[config.mk]
export PLATFORM = sky130hd
export DESIGN_NAME = axi_rd_arbiter
export DESIGN_NICKNAME = d
export VERILOG_FILES = /design/src/rtl/axi_rd_arbiter.sv
export SDC_FILE = /design/constraint.sdc
export NUM_CORES = 1
export LEC_CHECK = 0
export ABC_AREA = 1
export CAP_MARGIN = 30
export CORE_AREA = 8 8 105 107
export CTS_BUF_LIST = sky130_fd_sc_hd__clkbuf_2 sky130_fd_sc_hd__clkbuf_4 sky130_fd_sc_hd__clkbuf_8
export CTS_CLUSTER_DIAMETER = 100
export DETAILED_ROUTE_END_ITERATION = 12
export DIE_AREA = 0 0 113 115
export DONT_BUFFER_PORTS = 1
export PLACE_DENSITY = 0.52
export SLEW_MARGIN = 20
export SYNTH_ARGS = -nofsm -noshare
export SYNTH_HDL_FRONTEND = slang
export SYNTH_SLANG_ARGS = --single-unit
[constraint.sdc]
create_clock -name CLK -period 1.2 [get_ports CLK]
set_input_delay 0.24 -clock CLK [delete_from_list [all_inputs] [get_ports CLK]]
set_output_delay 0.24 -clock CLK [all_outputs]
set_load 0.05 [all_outputs]
[src/rtl/axi_rd_arbiter.sv]
// Round-robin arbiter that shares one AXI3 read master (AR/R) between NUM_REQ
// requesters, with one burst in flight and a sticky protocol-error flag.
//
// state | meaning
// IDLE  | no burst in flight; arbitrate and accept one request per cycle
// ADDR  | m_arvalid high, holding m_ar* until the master accepts
// DATA  | R beats pass straight through to the granted requester until m_rlast
module axi_rd_arbiter #(
    parameter int NUM_REQ = 2,
    parameter int IDX_W   = 1,
    parameter int ADDR_W  = 32,
    parameter int DATA_W  = 64,
    parameter int ID_W    = 6
) (
    input  logic                            CLK,
    input  logic                            RST_N,
    input  logic [NUM_REQ-1:0]              s_arvalid,
    output logic [NUM_REQ-1:0]              s_arready,
    input  logic [NUM_REQ*ADDR_W-1:0]       s_araddr,
    input  logic [NUM_REQ*4-1:0]            s_arlen,
    input  logic [NUM_REQ*(ID_W-IDX_W)-1:0] s_arid,
    output logic [NUM_REQ-1:0]              s_rvalid,
    input  logic [NUM_REQ-1:0]              s_rready,
    output logic [DATA_W-1:0]               s_rdata,
    output logic                            s_rlast,
    output logic [1:0]                      s_rresp,
    output logic                            m_arvalid,
    input  logic                            m_arready,
    output logic [ADDR_W-1:0]               m_araddr,
    output logic [3:0]                      m_arlen,
    output logic [2:0]                      m_arsize,
    output logic [1:0]                      m_arburst,
    output logic [ID_W-1:0]                 m_arid,
    input  logic                            m_rvalid,
    output logic                            m_rready,
    input  logic [DATA_W-1:0]               m_rdata,
    input  logic                            m_rlast,
    input  logic [1:0]                      m_rresp,
    input  logic [ID_W-1:0]                 m_rid,
    output logic                            busy,
    output logic [IDX_W-1:0]                grant_idx,
    output logic                            proto_err
);

    localparam int LID_W = ID_W - IDX_W;

    typedef enum logic [1:0] {
        IDLE = 2'd0,
        ADDR = 2'd1,
        DATA = 2'd2
    } state_t;

    state_t           state;
    logic [IDX_W-1:0] last_grant;
    logic [3:0]       beat_cnt;

    logic [ADDR_W-1:0] req_addr [NUM_REQ];
    logic [3:0]        req_len  [NUM_REQ];
    logic [LID_W-1:0]  req_id   [NUM_REQ];

    for (genvar i = 0; i < NUM_REQ; i++) begin : g_unpack
        assign req_addr[i] = s_araddr[i*ADDR_W +: ADDR_W];
        assign req_len[i]  = s_arlen[i*4 +: 4];
        assign req_id[i]   = s_arid[i*LID_W +: LID_W];
    end

    // Scan starts one past the previous winner so every requester gets a turn.
    int               cand;
    logic [IDX_W-1:0] cand_idx;
    logic             sel_found;
    logic [IDX_W-1:0] sel;

    always_comb begin
        cand      = 0;
        cand_idx  = '0;
        sel_found = 1'b0;
        sel       = '0;
        for (int k = 1; k <= NUM_REQ; k++) begin
            cand     = (int'(last_grant) + k) % NUM_REQ;
            cand_idx = IDX_W'(cand);
            if (!sel_found && s_arvalid[cand_idx]) begin
                sel_found = 1'b1;
                sel       = cand_idx;
            end
        end
    end

    always_comb begin
        s_arready = '0;
        if (RST_N && state == IDLE && sel_found) begin
            s_arready[sel] = 1'b1;
        end
    end

    always_comb begin
        s_rvalid = '0;
        m_rready = 1'b0;
        if (RST_N && state == DATA) begin
            s_rvalid[grant_idx] = m_rvalid;
            m_rready            = s_rready[grant_idx];
        end
    end

    assign s_rdata   = m_rdata;
    assign s_rlast   = m_rlast;
    assign s_rresp   = m_rresp;
    assign m_arsize  = 3'b011;
    assign m_arburst = 2'b01;
    assign busy      = (state != IDLE);

    logic beat;
    logic beat_err;

    assign beat = m_rvalid && m_rready;

    // A last beat must land exactly on arlen, and no earlier beat may reach it.
    assign beat_err = (m_rid != m_arid) ||
                      (m_rlast ? (beat_cnt != m_arlen) : (beat_cnt == m_arlen));

    always_ff @(posedge CLK) begin
        if (!RST_N) begin
            state      <= IDLE;
            m_arvalid  <= 1'b0;
            m_araddr   <= '0;
            m_arlen    <= '0;
            m_arid     <= '0;
            beat_cnt   <= '0;
            proto_err  <= 1'b0;
            last_grant <= IDX_W'(NUM_REQ - 1);
            grant_idx  <= '0;
        end else begin
            case (state)
                IDLE: begin
                    if (sel_found) begin
                        m_araddr  <= req_addr[sel];
                        m_arlen   <= req_len[sel];
                        m_arid    <= {sel, req_id[sel]};
                        grant_idx <= sel;
                        beat_cnt  <= '0;
                        m_arvalid <= 1'b1;
                        state     <= ADDR;
                    end
                end
                ADDR: begin
                    if (m_arready) begin
                        m_arvalid <= 1'b0;
                        state     <= DATA;
                    end
                end
                DATA: begin
                    if (beat) begin
                        beat_cnt <= beat_cnt + 4'd1;
                        if (beat_err) begin
                            proto_err <= 1'b1;
                        end
                        if (m_rlast) begin
                            last_grant <= grant_idx;
                            state      <= IDLE;
                        end
                    end
                end
                default: state <= IDLE;
            endcase
        end
    end

endmodule

---- Word level (Yosys, flattened, before mapping) ----
Index checks and enable logic that the tools add are counted.
storage, ports and cells
  word-level logic and storage cells ...... 87
  register bits after elaboration ......... 52
operators by class
  bitwise logic cells ..................... 2
  magnitude comparators ................... 7
  mux-type cells .......................... 38
  reductions and logical operators ........ 19
  add/subtract/negate cells ............... 3
  equality and inequality tests ........... 9
operators with widths
  kind                                                      count
  two-way mux 32 bit                                        3
  two-way mux 4 bit                                         5
  two-way mux 1 bit                                         16
  two-way mux 5 bit                                         3
  two-way mux 2 bit                                         6
  AND reduction 3 bit                                       4
  < comparator 1 x 2 -> 1 bit, second input constant        4
  inequality test 2 bit, second input constant              4
  one-hot mux 4 bit (2 select lines)                        1
  logical AND 1 bit                                         7
  inequality test 6 bit                                     1
  one-hot mux 2 bit (3 select lines)                        1
  nonzero test 2 bit                                        3
  adder 4 x 1 -> 4 bit, second input constant               1
  equality test 4 bit                                       1
  inequality test 4 bit                                     1
  AND reduction 4 bit                                       1
  adder 1 bit, second input constant                        2
  AND 2 bit                                                 1
  demux 1 bit (select 1 bit)                                2
  equality test 2 x 1 -> 1 bit, second input constant       1
  equality test 2 bit, second input constant                1
  greater-or-equal comparator 1 bit, second input constant  2
  greater-or-equal comparator 2 bit, second input constant  1
  other kinds (6)                                           6

---- Logic depth before layout (Yosys ltp) ----
  word-level depth ........................ 12
  mapped depth ............................ 9
  gate-level depth less buffers ........... 9

---- Least setup slack after synthesis ----
No wires, ideal clock.
  kind .................................... reg2out
  from .................................... register, netlist name m_arid[5]
  to ...................................... output m_rready
  path slack .............................. -0.737 ns
  cell stages (with the launch flop) ...... 5
  arrival ................................. 1.697 ns
  cell sequence ........................... dfxtp_1 inv_1 nand2_1 nand2_1 nor2_1
RTL lines
  element    line  text
  to (decl)  35    output logic m_rready,

---- Worst setup path in the final report ----
  from .................................... register state[0]
  to ...................................... output s_arready[0]
on the way
  longest elaborated chain between the ends .. 4
ends and longest elaborated chain
  element                          line  text
  from (decl)                      53    state_t state;
  from (signal assigned)           122   state <= IDLE;
  from (signal assigned)           141   state <= ADDR;
  from (signal assigned)           147   state <= DATA;
  logical NOT 2 bit                90    if (RST_N && state == IDLE && sel_found) begin
  logical AND 1 bit (2 in series)  90
  two-way mux 2 bit                90
  to (decl)                        18    output logic [NUM_REQ-1:0] s_arready,
Every way passes these cells.

==> summary.txt <==
Worst setup path
  – Crit path kind: reg -> out
  – CP required: about 0.96 ns
  – Critical Path End: s_arready[0]
  – Element type at the critical path end: output port
  – Reg2reg path depth: 10
  – CP max FO: 4
  – WP data arrival: about 1.4 ns
  – Reg-to-reg critical path startpoint: state[1]
  – Crit Reg-Reg Endpoint: beat_cnt[1]
  – Startpoint types: flop
  – Worst setup path start: state[0]
  – Worst R2R Setup Slack: -0.27 ns

Timing
  – Slew Viols, Final: 0
  – Fin. Hold Viols: 0
  – Final period util: 1.34
  – Post-layout min period: 1.61 ns
  – Final WS setup: -0.412 ns
  – Fin Hold WS: roughly 0.017 ns
  – Max frequency: roughly 620 MHz
  – Unrepaired setup endpoints after global routing: true
  – Clock Skews: 0.00911 ns
  – Setup violations, final: 54

GRT
  – Gr ovfl total: 0
  – Number of global-route vias before repair: around 2.6k
  – GR Util All Layers: 0.136
  – First-pass GRT wire length: 13900 microns
  – Antenna violations before repair: 0
  – Largest net degree at the start of global routing: 20

Placed design
  – GP Congestion: just over 0.8
  – PortBufs: 0
  – DP HPWL: 6940 microns
  – Inst Count DP: 504

Pwr
  – Reg power frac: 0.398
  – Pint: just over 0.003 W
  – Comb power frac: 0.385
  – Clock share of power: 0.217
  – Power consumption: 0.00502 W
  – P per Cell Area: approximately 1400 nW/um^2
  – Peak supply drop: ~570 uV
  – Net Sw Frac: 0.385
  – Net Switching: approximately 0.0019 W
  – Leakage: 1.63 nW

Routing
  – Total number of vias: about 2.4k
  – Post-DR vias/cell: between 4 and 5
  – Pre-antenna DRT Iters: 4
  – DR WL/cell: between 15 and 20 microns
  – DRT antenna net count: 0
  – Post-Route WL: 9450 microns
  – Post-route DRC: 0
  – 1st-iter DRT viols: between 150 and 200

Clock tree
  – Skew-Pair Late Insertion Delay: 0.31 ns
  – Num CTS Buffers: 5
  – CTS tree: done
  – H-Tree Depth: 2
  – Post-cts hold buffer count: 0
  – Clock Path Buffers: 2
  – CTS Sinks: approximately 50
  – Clock-pin slew on the worst setup and hold paths: 0.09 ns
  – Clock root buffer: clkbuf_8

Worst hold path
  – Worst hold-check path type: in -> reg

Logic synthesis
  – Share of the synthesized area in the top cell type: 0.358
  – Post-synth ARST share: 0
  – Yosys warns: 0
  – Seq/Total Area, Yosys: 0.358
  – Average size of a mapped cell: 7.00 sq um
  – Cells after Synth: 407
  – Synth Register Bits: 51
  – Dominant synthesized flop cell: dfxtp_1
  – Synthesized area: 2850 sq um
  – Synth area leaders: dfxtp_1 (36%), buf_4 (21%), nand2_1 (21%)
  – Most frequent cell after synthesis: nand2_1
  – Top post-synthesis cells by count: nand2_1 (156), buf_4 (79), dfxtp_1 (51), nand3_1 (42), inv_1 (24)
  – Area leader, netlist: dfxtp_1
  – Synth cell types: 26
  – Post-synth EDFFs: 0

Die
  – Full die area: roughly 13000 sq um
  – Row count: 36
  – Die Ht: approximately 120 microns
  – Die Width: 113 microns
  – Initial core utilization: 0.301
  – Core box area: 9460 sq um
  – Num ports: 286

Final layout
  – Share of cells above drive strength 1: 0.325
  – Fin nets: 582
  – Layout Cells excl Fill: approximately 530
  – Antenna Cells: 0
  – Area growth, synth to finish: 24.1%

Status
  – Failing checks: negative setup slack
  – Status: complete, but fails checks

Run
  – Max-cap viol count: 0
## worst min-delay path by stage
stage               slack [ns]  depth (start not counted)       from    endpoint
global placement          0.33                          1      RST_N  last_grant
finish                    0.02                          1  m_arready    state[0]
floorplan                 0.32                          1      RST_N  last_grant
CTS                      0.004                          1  m_arready    state[0]
detailed placement        0.34                          1      RST_N  last_grant
global route             0.004                          1      RST_N  last_grant
## cells in the final DEF (no fill, tap or decap), drive strengths merged
| master | netlist | layout |
|---|---|---|
| xor2 | 1 | 1 |
| o21ai | 4 | 4 |
| nand2 | 158 | 158 |
| o41ai | 1 | 1 |
| nand4 | 1 | 1 |
| clkbuf | 0 | 9 |
| bufbuf | 0 | 2 |
| buf | 84 | 81 |
| o31ai | 1 | 1 |
| a21oi | 6 | 6 |
| clkinv | 0 | 1 |
| o211ai | 6 | 6 |
| o22ai | 1 | 1 |
| inv | 29 | 29 |
| nor3 | 1 | 1 |
| nor2 | 16 | 16 |
| dfxtp | 51 | 51 |
| nand3 | 42 | 42 |
| xnor2 | 2 | 2 |
| ha | 1 | 1 |
| conb | 2 | 5 |
## repair_timing
| item | CTS | global route |
|---|---|---|
| endpoints found under the hold margin | 0 | 0 |
| gates resized for setup | 23 | 26 |
| gates cloned | 4 | 3 |
| pin swaps | 6 | 11 |
| setup buffers | 9 | 6 |
| endpoints found under the setup margin | 55 | 56 |
## state kept, by name (all words and copies together), names as in the netlist
| register | cells |
|---|---|
| last_grant | 1 |
| m_arid | 6 |
| state | 2 |
| m_arvalid | 1 |
| beat_cnt | 4 |
| m_araddr | 32 |
| proto_err | 1 |
| m_arlen | 4 |
## per-stage QoR
step                      TNS [ns]  worst slack (ns)   util  instance area, sq um
after global routing        -16.29            -0.479  0.374                  3530
after detailed placement     -4.06            -0.122  0.317                  3000
after CTS                    -9.61            -0.395  0.354                  3340
after global placement       -3.48            -0.116  0.317                  3000
final                       -11.97            -0.412  0.374                  3530
after floorplan             -0.243           -0.0651      -                  2930
## logic make-up (layout without fill, tap and decap cells)
family | count (synthesis) | after routing | share of synthesized area
AO/OA/AOI/OAI | 19 | 19 | 0.0452
flip-flops | 51 | 51 | 0.358
XOR/XNOR | 3 | 3 | 0.00922
buffers and inverters | 113 | 122 | 0.260
adder cells (fa/ha/maj) | 1 | 1 | 0.00439
AND/OR/NAND/NOR | 218 | 218 | 0.321
other | 2 | 5 | 0.00264
## power groups by stage
stage	sequential [W]	combinational (W)	clock [W]
2_1_floorplan	0.00265	0.00118	0
5_1_grt	0.00202	0.00205	0.00121
6_report	0.00199	0.00193	0.00109
3_5_place_dp	0.00203	0.00169	0
4_1_cts	0.00200	0.00182	0.00114
3_3_place_gp	0.00203	0.00168	0
## layer usage
metal  GRT usage  share of wire
met5           0              0
met4      0.0684          0.030
met3      0.0636           0.10
met2       0.237           0.50
met1       0.136           0.37
## critical path, cell delays in order, from the launching register on
cell     delay, ns
dfxtp_4       0.37
nor2_4        0.13
o21ai_4       0.08
nor2_4        0.14
nand2_2       0.06
inv_2         0.07
buf_12        0.10
buf_12        0.12
## layout make-up
| cell class | count | area (sq um) |
|---|---|---|
| clock buffer | 7 | 90.1 |
| clock inverter | 1 | 8.76 |
| sequential | 51 | 1040 |
| timing repair buffer | 85 | 953 |
| fill | 1009 | 5920 |
| multi-input combinational | 246 | 1180 |
| inverter | 29 | 111 |
| tap | 114 | 143 |
Note: power is estimated with default switching activity, not from simulation.
